--- src/rtl/uart_mmio_pkg.sv ---
// Shared definitions for the memory-mapped UART transmitter.
//   - Register offsets within the 16-byte window (word index = address[3:2])
//   - Bit positions of the STATUS register fields
//   - Serialiser FSM state encoding
package uart_mmio_pkg;

   localparam logic [1:0] OFF_TXDATA = 2'd0;
   localparam logic [1:0] OFF_STATUS = 2'd1;
   localparam logic [1:0] OFF_DIV    = 2'd2;
   localparam logic [1:0] OFF_RSVD   = 2'd3;

   localparam int ST_FULL      = 0;
   localparam int ST_EMPTY     = 1;
   localparam int ST_BUSY      = 2;
   localparam int ST_OVERFLOW  = 3;
   localparam int ST_COUNT_LSB = 8;

   typedef enum logic [1:0] {
      IDLE  = 2'd0,
      START = 2'd1,
      DATA  = 2'd2,
      STOP  = 2'd3
   } tx_state_t;

endpackage

--- src/rtl/tx_fifo.sv ---
// Circular byte FIFO feeding the UART serialiser.
// Ports:
//   clk, rst      clock, asynchronous active-high reset (empties the FIFO)
//   push, wdata   write request and data; accepted when not full or when a pop
//                 happens in the same cycle
//   pop, rdata    read request; rdata shows the head entry combinationally
//   full, empty   occupancy flags
//   count         number of stored entries (0..DEPTH)
//   drop          push refused this cycle (FIFO full and no simultaneous pop)
module tx_fifo #(
   parameter int DEPTH = 16,
   parameter int WIDTH = 8
) (
   input  logic                     clk,
   input  logic                     rst,
   input  logic                     push,
   input  logic [WIDTH-1:0]         wdata,
   input  logic                     pop,
   output logic [WIDTH-1:0]         rdata,
   output logic                     full,
   output logic                     empty,
   output logic [$clog2(DEPTH):0]   count,
   output logic                     drop
);

   localparam int AW = $clog2(DEPTH);
   localparam logic [AW:0] FULL_CNT = (AW+1)'(DEPTH);

   logic [WIDTH-1:0] mem [DEPTH];
   logic [AW-1:0]    wr_ptr;
   logic [AW-1:0]    rd_ptr;
   logic             push_ok;
   logic             pop_ok;

   assign full    = (count == FULL_CNT);
   assign empty   = (count == '0);
   assign pop_ok  = pop && !empty;
   // A pop in the same cycle frees the slot the push lands in.
   assign push_ok = push && (!full || pop_ok);
   assign drop    = push && !push_ok;
   assign rdata   = mem[rd_ptr];

   // NOTE: storage array has no reset; count/pointers define validity, and a
   // resettable array would cost a reset net on every bit for no benefit.
   always_ff @(posedge clk) begin
      if (push_ok) mem[wr_ptr] <= wdata;
   end

   // Pointers wrap naturally because DEPTH is a power of two.
   always_ff @(posedge clk or posedge rst) begin
      if (rst) begin
         wr_ptr <= '0;
         rd_ptr <= '0;
         count  <= '0;
      end else begin
         if (push_ok) wr_ptr <= wr_ptr + 1'b1;
         if (pop_ok)  rd_ptr <= rd_ptr + 1'b1;
         case ({push_ok, pop_ok})
            2'b10:   count <= count + 1'b1;
            2'b01:   count <= count - 1'b1;
            default: count <= count;
         endcase
      end
   end

endmodule

--- src/rtl/mmio_uart_tx.sv ---
// Memory-mapped UART 8N1 transmitter on the MEM-stage data bus.
// Ports:
//   clk, rst     clock, asynchronous active-high reset
//   w_en[3:0]    byte-lane write enables (SRAM encoding)
//   address      byte address; window hit when address[15:4]==BASE_ADDR[15:4]
//   write_data   store data, lane 0 = bits [7:0]
//   hit          combinational window decode
//   read_data    combinational register read, 0 when !hit
//   tx           registered serial output, idle high
//   irq          FIFO empty and serialiser idle
// Registers (word offset): 0 TXDATA (W push), 1 STATUS (R, W bit3 clears
// overflow), 2 DIV (R/W baud divisor, bit = DIV+1 clocks), 3 reserved.
module mmio_uart_tx
   import uart_mmio_pkg::*;
#(
   parameter logic [15:0] BASE_ADDR   = 16'hF000,
   parameter int          FIFO_DEPTH  = 16,
   parameter logic [15:0] DEFAULT_DIV = 16'd433
) (
   input  logic        clk,
   input  logic        rst,
   input  logic [3:0]  w_en,
   input  logic [15:0] address,
   input  logic [31:0] write_data,
   output logic        hit,
   output logic [31:0] read_data,
   output logic        tx,
   output logic        irq
);

   localparam int CW = $clog2(FIFO_DEPTH) + 1;

   // Bus decode
   logic [1:0] offset;
   logic       push;
   logic       ovf_clr;
   logic       div_wr_lo;
   logic       div_wr_hi;

   // Register file
   logic [15:0] div;
   logic        overflow;

   // FIFO interface
   logic          pop;
   logic [7:0]    fifo_rdata;
   logic          fifo_full;
   logic          fifo_empty;
   logic [CW-1:0] fifo_count;
   logic          fifo_drop;

   // Serialiser state
   tx_state_t   state, state_d;
   logic [15:0] baud_cnt, baud_d;
   logic [2:0]  bit_idx, bit_d;
   logic [7:0]  shift, shift_d;
   logic        tx_d;
   logic        bit_done;
   logic        busy;

   logic [31:0] status_word;
   logic        unused_bus_bits;

   // Byte-offset bits, upper store lanes and w_en[3:2] have no target here.
   assign unused_bus_bits = ^{address[1:0], write_data[31:16], w_en[3:2]};

   assign hit       = (address[15:4] == BASE_ADDR[15:4]);
   assign offset    = address[3:2];
   assign push      = hit && (offset == OFF_TXDATA) && w_en[0];
   assign ovf_clr   = hit && (offset == OFF_STATUS) && w_en[0] && write_data[ST_OVERFLOW];
   assign div_wr_lo = hit && (offset == OFF_DIV) && w_en[0];
   assign div_wr_hi = hit && (offset == OFF_DIV) && w_en[1];

   assign busy = (state != IDLE);
   assign irq  = fifo_empty && !busy;

   assign status_word = {16'b0, 8'(fifo_count), 4'b0, overflow, busy, fifo_empty, fifo_full};

   always_comb begin
      read_data = '0;
      if (hit) begin
         case (offset)
            OFF_STATUS: read_data = status_word;
            OFF_DIV:    read_data = {16'b0, div};
            default:    read_data = '0;
         endcase
      end
   end

   tx_fifo #(
      .DEPTH (FIFO_DEPTH),
      .WIDTH (8)
   ) u_fifo (
      .clk   (clk),
      .rst   (rst),
      .push  (push),
      .wdata (write_data[7:0]),
      .pop   (pop),
      .rdata (fifo_rdata),
      .full  (fifo_full),
      .empty (fifo_empty),
      .count (fifo_count),
      .drop  (fifo_drop)
   );

   // Overflow is sticky; a software clear loses to a push that overflows in
   // the same cycle, so a freshly dropped byte is never hidden.
   always_ff @(posedge clk or posedge rst) begin
      if (rst) begin
         div      <= DEFAULT_DIV;
         overflow <= 1'b0;
      end else begin
         if (div_wr_lo) div[7:0]  <= write_data[7:0];
         if (div_wr_hi) div[15:8] <= write_data[15:8];
         if (fifo_drop)    overflow <= 1'b1;
         else if (ovf_clr) overflow <= 1'b0;
      end
   end

   assign bit_done = (baud_cnt == '0);

   // Serialiser next-state. The baud counter is reloaded from div only when a
   // new bit starts, so divisor writes apply at the next bit boundary.
   always_comb begin
      // NOTE: every output of this block gets a default first, so no path
      // through the case leaves a signal unassigned and no latch is inferred.
      state_d = state;
      baud_d  = baud_cnt;
      bit_d   = bit_idx;
      shift_d = shift;
      tx_d    = tx;
      pop     = 1'b0;
      case (state)
         IDLE: begin
            tx_d = 1'b1;
            if (!fifo_empty) begin
               pop     = 1'b1;
               state_d = START;
               baud_d  = div;
               shift_d = fifo_rdata;
               tx_d    = 1'b0;
            end
         end
         START: begin
            if (bit_done) begin
               state_d = DATA;
               baud_d  = div;
               bit_d   = 3'd0;
               tx_d    = shift[0];
               shift_d = shift >> 1;
            end else begin
               baud_d = baud_cnt - 1'b1;
            end
         end
         DATA: begin
            if (bit_done) begin
               baud_d = div;
               if (bit_idx == 3'd7) begin
                  state_d = STOP;
                  tx_d    = 1'b1;
               end else begin
                  bit_d   = bit_idx + 1'b1;
                  tx_d    = shift[0];
                  shift_d = shift >> 1;
               end
            end else begin
               baud_d = baud_cnt - 1'b1;
            end
         end
         STOP: begin
            if (bit_done) begin
               if (!fifo_empty) begin
                  // Back-to-back frame: next start bit follows with no gap.
                  pop     = 1'b1;
                  state_d = START;
                  baud_d  = div;
                  shift_d = fifo_rdata;
                  tx_d    = 1'b0;
               end else begin
                  state_d = IDLE;
                  tx_d    = 1'b1;
               end
            end else begin
               baud_d = baud_cnt - 1'b1;
            end
         end
         default: begin
            state_d = IDLE;
            tx_d    = 1'b1;
         end
      endcase
   end

   // NOTE: sequential state uses non-blocking assignments so every register
   // samples the pre-edge values computed above, independent of block order.
   always_ff @(posedge clk or posedge rst) begin
      if (rst) begin
         state    <= IDLE;
         baud_cnt <= '0;
         bit_idx  <= '0;
         shift    <= '0;
         tx       <= 1'b1;
      end else begin
         state    <= state_d;
         baud_cnt <= baud_d;
         bit_idx  <= bit_d;
         shift    <= shift_d;
         tx       <= tx_d;
      end
   end

endmodule

--- config.mk ---
export PLATFORM = sky130hd
export DESIGN_NAME = mmio_uart_tx
export DESIGN_NICKNAME = d
export VERILOG_FILES = /design/src/rtl/uart_mmio_pkg.sv /design/src/rtl/tx_fifo.sv /design/src/rtl/mmio_uart_tx.sv
export SDC_FILE = /design/constraint.sdc
export NUM_CORES = 1
export LEC_CHECK = 0
export BUFFER_PORTS_ARGS = -buffer_cell sky130_fd_sc_hd__buf_2
export CORE_MARGIN = 2
export CORE_UTILIZATION = 50
export CTS_CLUSTER_SIZE = 28
export DETAILED_ROUTE_END_ITERATION = 7
export GPL_ROUTABILITY_DRIVEN = 0
export HOLD_SLACK_MARGIN = 0.03
export MAX_ROUTING_LAYER = met4
export PLACE_DENSITY = 0.81
export REMOVE_ABC_BUFFERS = 1
export SETUP_SLACK_MARGIN = 0.02
export SYNTH_ARGS = -nofsm -noshare
export SYNTH_HDL_FRONTEND = slang
export SYNTH_HIERARCHICAL = 1
export SYNTH_SLANG_ARGS = --single-unit
--- constraint.sdc ---
create_clock -name clk -period 3.56 [get_ports clk]
set_input_delay 0.178 -clock clk [delete_from_list [all_inputs] [get_ports clk]]
set_output_delay 0.178 -clock clk [all_outputs]
set_load 0.005 [all_outputs]
==> metrics.md, run 1 <==
| Metric | Value |
|---|---|
| Outcome | finished, final reports clean |
| Worst Setup Start Kind | flop |
| PortBufs | 52 |
| Post-synthesis compound-gate area fraction | 9.67% |
| GRT Total Usage | 23.0% |
| Setup CP Type | reg2reg |
| EDFF count, synth | 128 |
| Fmax | 291 MHz |
| CTS Sinks | 188 |
| Max Root-Sink Buffers | 2 |
| Total core area | 18000 sq um |
| Main synth FF type | edfxtp_1 |
| Placed cell areas | 9600 sq um |
| Area leader, netlist | edfxtp_1 |
| Yosys Warn Count | 6 |
| Register bit total from synthesis | 188 |
| ANT nets after route | 0 |
| CP Max Fanout | 4 |
| CTS buffer count | 17 |
| Seq/Total Area, Yosys | 58.7% |
| Fin Hold WS | 103 ps |
| Synth area leaders | edfxtp_1, dfrtp_1, mux4_2, ha_1, a22oi_1 |
| Mux contribution to synthesized area | 12.5% |
| Global-route wire length before repair | 33400 microns |
| Max VDD drop | 0.444 mV |
| H-tree levels | 4 |
| GRT overflow | 0 |
| Via count | 6101 |
| Worst-path clk slew | 70 ps |
| Full die area | 19300 sq um |
| Setup TNS | 0 ps |
| Cells after synthesis | 659 |
| Reg-to-reg endpoint | u_fifo/count[4] |
| FF-to-FF Start | baud_cnt[0] |
| Mean post-synth cell area | 13.8 sq um |
| Vias in the first global route | 6013 |
| Worst-Skew Late Latency | 440 ps |
| Req. time, crit path | 3860 ps |
| Detailed Route Iter0 Violations | 810 |
| Most frequent cell after synthesis | edfxtp_1 |
| Final hold violations | 0 |
| Final core occ | 57.7% |
| Critical Path End | u_fifo/count[4] |
| Share of the synthesized area in the top cell type | 42.1% |
| Pwr dens | 612 nW/um^2 |
| Slew HR | 33.0% |
| Antenna violations before repair | 0 |
| Area delta synth->final | 13.6% |
| Die height | 139 microns |
| Largest family of logic cells by synthesized area | multiplexers |
| CTS tree | done |
| Post-synth cell types | 78 |
| Ys async rst share | 31.9% |
| Worst Max-Slew Pin Slew | 1000 ps |
| ANT cells | 0 |
| Die X | 139 microns |
| Pin count of the biggest net entering global routing | 48 |
| Routed WL | 21500 microns |
| Cell at the root of the clock tree | clkbuf_16 |
| Worst Hold Launch | w_en[0] |
| Top Ports | 89 |
| Crit end category | flop |
| Placed cell count | 927 |
| Final worst-path cycle share | 96.4% |
| MaxCap Viol Count | 0 |
| Worst reg2reg path depth | 13 |
| # nets final | 803 |
| Tmin final | 3430 ps |
| Drt first pass iters | 6 |
| Setup WS pre-CTS | 32.1 ps |
| Worst R2R Setup Slack | 130 ps |
| Hold Crit Class | in2reg |
| Ratio of cells with drive above 1 in the final layout | 26.3% |
| Number of remaining DRC errors | 0 |
| Crit path from | baud_cnt[0] |
| Setup violators final | 0 |
| Slew Viols, Final | 0 |
| Design Power | 6.34 mW |
| WL/cell | 22.1 microns |
| Top cells by count, synth | edfxtp_1, dfrtp_1, nor2_1 |
| Skew final | 14.0 ps |
| Avg Vias per Cell | 6.29 |
| Leakage | 4.13 nW |
| DPL Wire Length | 14100 microns |
| Fraction of the mapped netlist area in simple logic gates | 10.1% |
| Synth Area in Adders | 2.96% |
| Core Rows | 49 |
| Non-Filler Instances | 970 |
| Initial core utilization | 50.8% |
| Synth Area in XOR/XNOR | 1.73% |
| Fin worst setup slack | 129 ps |
| Critical Path AT | 3730 ps |
| Final instance area | 10400 sq um |
| Post-synthesis instance area | 9130 sq um |
==> final cells by class <==
type                       count  area, sq um
timing repair buffer          86          538
inverter                      26         97.6
sequential                   188         5350
tap                          229          287
clock buffer                  18          429
fill                        1308         7600
clock inverter                14          203
multi-input combinational    409         3460
==> kinds of logic (layout without fill, tap and decap cells) <==
logic type      count (synthesis)  count (layout)
compound gates                112             112
xor+xnor                       18              18
fa+ha+maj                      21              21
buf+inv                        77             144
flops                         188             188
mux                            71              71
other cells                     1              16
simple gates                  171             171
==> repair_timing <==
item	4_1_cts	5_1_grt
hold endpoints to repair	28	0
gates resized for setup	2	7
pin swaps	0	4
setup endpoints to repair	1	33
setup buffers	0	2
hold buffers	9	0
==> registers in the layout (all words and copies together), names as in the netlist <==
signal and count:
u_fifo/mem 128, baud_cnt 16, bit_idx 3, state 2
overflow 1, div 16, u_fifo/rd_ptr 4, shift 8
u_fifo/count 5, u_fifo/wr_ptr 4, tx 1
==> layout by cell type (no fill, tap or decap), types with 3 or more instances in the layout <==
cell type	n
dfstp_2	6
nor3b_1	3
and2_1	21
a22oi_1	29
a21oi_1	14
nor3_1	11
clkinv_4	3
o21ai_0	6
xor2_1	8
or3_1	3
nor4_1	3
clkinv_8	4
inv_8	3
xnor2_1	10
or4_1	4
inv_2	4
buf_4	25
mux2_2	19
mux4_2	32
or4_4	3
mux2i_1	17
o22ai_1	10
nand2_1	36
inv_1	22
a22o_1	3
conb_1	16
dlygate4sd3_1	9
nor2_1	35
ha_1	19
a221o_1	3
dfrtp_1	53
a32oi_1	10
o211ai_1	5
nand2b_1	8
and3_1	12
buf_2	52
clkbuf_16	17
nor2b_1	6
nand3_1	11
edfxtp_1	128
==> report_power, final <==
group	internal (mW)	switching (mW)	total (mW)
sequential	2.48	0.127	2.61
combinational	0.716	1.04	1.75
clock	1.08	0.904	1.98
total	4.28	2.07	6.34
==> worst min-delay path by stage <==
stage | end | slack (ps) | depth (start not counted)
global placement | u_fifo/count[1] | 240 | 2
detailed placement | u_fifo/rd_ptr[2] | 260 | 2
CTS | overflow | 90 | 3
finish | overflow | 100 | 3
global route | overflow | 100 | 3
floorplan | u_fifo/count[0] | 50 | 1
==> critical path, cell delays in order (launching register included) <==
cell and delay [ps]:
dfrtp_1 400, inv_2 80, ha_2 200, or3b_4 400, nor4_4 340, a21oi_2 120, nor2_4 170, nand2b_1 130
o21bai_4 220, fa_2 370, nand2b_1 170, a2111o_1 400, o211ai_1 140, o211ai_1 150
==> metal layers <==
metal  part of all wire [%]  vias to the layer above  track usage, %
met5                      0                        -               -
met4                    2.0                        0            6.86
met3                    7.4                       51            4.66
met2                     52                      319            38.0
met1                     38                     3097            29.1
li1                       -                     2634               -
No activity file was read; power rests on OpenSTA's default activity.
==> inputs of run 2 (changes only) <==
--- a/config.mk
+++ b/config.mk
@@ -14,6 +14,7 @@
 export HOLD_SLACK_MARGIN = 0.03
 export MAX_ROUTING_LAYER = met4
 export PLACE_DENSITY = 0.81
+export RECOVER_POWER = 50
 export REMOVE_ABC_BUFFERS = 1
 export SETUP_SLACK_MARGIN = 0.02
 export SYNTH_ARGS = -nofsm -noshare
==> run 2 against run 1 <==
The run now ends with capacitance limit, slew limit left. Combinational power is essentially flat. Sequential power is essentially flat. Fmax barely moved. First-iteration DRC count down 10%. Register-to-register slack about the same. Clock skew grew 0.65 ps. Setup slack worse by 2.1 ps. Cell count stayed put. Critical path depth unchanged. Power fell by 0.20%. Utilization down 0.083 points.
==> metrics.md, run 2 (synthesized netlist as in run 1, its figures left out) <==
| Metric | Value |
|---|---|
| Outcome | finished, violations left |
| Failing checks | capacitance limit, slew limit |
| Final worst-path cycle share | 96.4% (about the same) |
| Pin count of the biggest net entering global routing | 48 (unchanged) |
| MaxCap Viol Count | 1 (+1) |
| Die X | 139 microns (unchanged) |
| Setup CP Type | reg2reg |
| Slowest cell on crit path | or3b_4 |
| WP buf/inv | 1 (unchanged) |
| CTS tree | done |
| GRT Total Usage | 23.0% (unchanged) |
| CP Max Fanout | 4 (unchanged) |
| Top Ports | 89 (unchanged) |
| Setup TNS | 0 ps (unchanged) |
| Sw Pwr | 2.06 mW (-0.47%) |
| # nets final | 803 (unchanged) |
| Worst-path cell chain | inv_2 -> ha_2 -> or3b_4 -> nor4_4 -> a21oi_2 -> nor2_4 -> nand2b_1 -> o21bai_4 -> fa_2 -> nand2b_1 -> a2111o_1 -> o211ai_1 -> o211ai_1 |
| Max VDD drop | 0.442 mV (-0.61%) |
| Area delta synth->final | 13.4% |
| Placed cell count | 927 (unchanged) |
| Max reg flops | 128 (unchanged) |
| DPL Wire Length | 14100 microns (unchanged) |
| Fmax | 291 MHz (about the same) |
| Via count | 6085 (-0.26%) |
| Gate power share | 27.6% (about the same) |
| Setup violators final | 0 (unchanged) |
| ANT nets after route | 0 (unchanged) |
| ANT cells | 0 (unchanged) |
| PortBufs | 52 (unchanged) |
| Ratio of cells with drive above 1 in the final layout | 24.7% (-1.6 points) |
| Fin worst setup slack | 127 ps (-2.07 ps) |
| Skew final | 14.6 ps (+0.655 ps) |
| Hold Crit Endpoint | overflow |
| Largest regs | u_fifo/mem (128), baud_cnt (16), div (16) |
| WL/cell | 22.2 microns (+0.14%) |
| Final core occ | 57.6% (-0.083 points) |
| Avg Vias per Cell | 6.27 (-0.26%) |
| Cell at the root of the clock tree | clkbuf_16 |
| Number of remaining DRC errors | 0 (unchanged) |
| Vias in the first global route | 6013 (unchanged) |
| Non-Filler Instances | 970 (unchanged) |
| Worst-path clk slew | 70 ps (about the same) |
| Commonest non-fill, non-tap cells in the layout | edfxtp_1, dfrtp_1, buf_2, nand2_1, nor2_1 |
| Total core area | 18000 sq um (unchanged) |
| Switch share | 32.5% (-0.089 points) |
| Slew HR | -20.2% (-53 points) |
| CTS Sinks | 188 (unchanged) |
| CTS buffer count | 17 (unchanged) |
| Clk pwr share | 31.2% (about the same) |
| Worst Hold Launch | w_en[0] |
| Pwr dens | 612 nW/um^2 (about the same) |
| Crit-path max cell delay | 410 ps (about the same) |
| Tmin final | 3430 ps (+2.07 ps) |
| Design Power | 6.33 mW (-0.20%) |
| Antenna violations before repair | 0 (unchanged) |
| H-tree levels | 4 (unchanged) |
| Critical Path AT | 3730 ps (about the same) |
| Worst Max-Slew Pin Slew | 1800 ps (+798 ps) |
| Hold Crit Depth | 3 (unchanged) |
| Core Rows | 49 (unchanged) |
| Worst Setup Start Kind | flop |
| Initial core utilization | 50.8% (unchanged) |
| Hold Crit Class | in2reg |
| Max Root-Sink Buffers | 2 (unchanged) |
| Final hold violations | 0 (unchanged) |
| Worst-Skew Late Latency | 440 ps (about the same) |
| Full die area | 19300 sq um (unchanged) |
| GRT overflow | 0 (unchanged) |
| Die height | 139 microns (unchanged) |
| FF-to-FF Start | baud_cnt[0] |
| Crit end category | flop |
| Worst path top cell family by delay | simple AND/OR/NAND/NOR gates |
| Detailed Route Iter0 Violations | 727 (-10%) |
| Setup WS pre-CTS | 32.1 ps (unchanged) |
| Leakage | 4.10 nW (-0.72%) |
| Worst R2R Setup Slack | 130 ps (about the same) |
| Biggest register | u_fifo/mem |
| Reg-to-reg endpoint | u_fifo/count[4] |
| Req. time, crit path | 3860 ps (about the same) |
| Global-route wire length before repair | 33400 microns (unchanged) |
| Register share of total power | 41.2% (about the same) |
| Drt first pass iters | 5 (-1) |
| Slew Viols, Final | 48 (+48) |
| Internal power | 4.27 mW (about the same) |
| Routed WL | 21500 microns (+0.14%) |
| Worst reg2reg path depth | 13 (unchanged) |
| Most common cell after layout, fill and taps aside | edfxtp_1 |
run 2: changes by cell type in the layout (fill, tap and decap cells not counted):
cell	previous run	this run
and2_0	0	1
and2_1	21	20
buf_2	52	43
buf_4	25	24
clkbuf_1	1	11
dfstp_1	0	1
dfstp_2	6	5
inv_1	22	23
inv_2	4	3
run 2: power groups by stage:
stage | combinational, mW | sequential, mW | clock [mW]
final | 1.75 | 2.61 | 1.98
after global routing | 1.90 | 2.62 | 2.08
after floorplan | 1.20 | 2.63 | 0
after CTS | 1.68 | 2.60 | 2.00
after detailed placement | 1.64 | 2.64 | 0
after global placement | 1.57 | 2.63 | 0
run 2: repair_timing:
item / in CTS / in global routing
endpoints found under the hold margin: 28 / 0
resized for setup: 2 / 7
pin swaps: 0 / 4
setup buffers: 0 / 2
hold buffers: 9 / 0
setup endpoints to repair: 1 / 33
run 2: tightest hold or removal path: cells and delay by family:
| kind | cells | cell delay (ps) |
|---|---|---|
| buf+inv | 1 | 120 |
| compound gates | 1 | 110 |
| simple gates | 1 | 90 |
run 2: how the worst max path moves through the flow:
stage                               start              end  slack [ps]  depth (start not counted)
after floorplan           u_fifo/count[1]  u_fifo/count[4]        -240                         13
after global placement           state[0]  u_fifo/count[4]         160                         12
after detailed placement         state[0]  u_fifo/count[4]          30                         12
after CTS                     baud_cnt[0]  u_fifo/count[4]          70                         13
after global routing          baud_cnt[0]  u_fifo/count[4]         -20                         13
final                         baud_cnt[0]  u_fifo/count[4]         130                         13
run 2: area by class of cell:
| type | instances | area, sq um |
|---|---|---|
| Fill cell | 1319 | 7610 |
| Sequential cell | 188 | 5350 |
| Multi-Input combinational cell | 409 | 3460 |
| Timing Repair Buffer | 86 | 523 |
| Clock buffer | 18 | 429 |
| Tap cell | 229 | 287 |
| Clock inverter | 14 | 203 |
| Inverter | 26 | 97.6 |
run 2: metal layers:
metal	vias to the layer above	wire length, microns	GRT usage [%]
met5	-	0	-
met4	0	356	6.86
met3	38	1470	4.66
met2	331	11300	38.0
met1	3077	8340	29.1
li1	2639	-	-
run 2: through the flow:
stage | cell area (sq um) | hold WS [ps]
2_1_floorplan | 8880 | 55.0
3_3_place_gp | 9600 | 237
6_report | 10400 | 103
3_5_place_dp | 9600 | 263
5_1_grt | 10400 | 104
4_1_cts | 10300 | 90.1
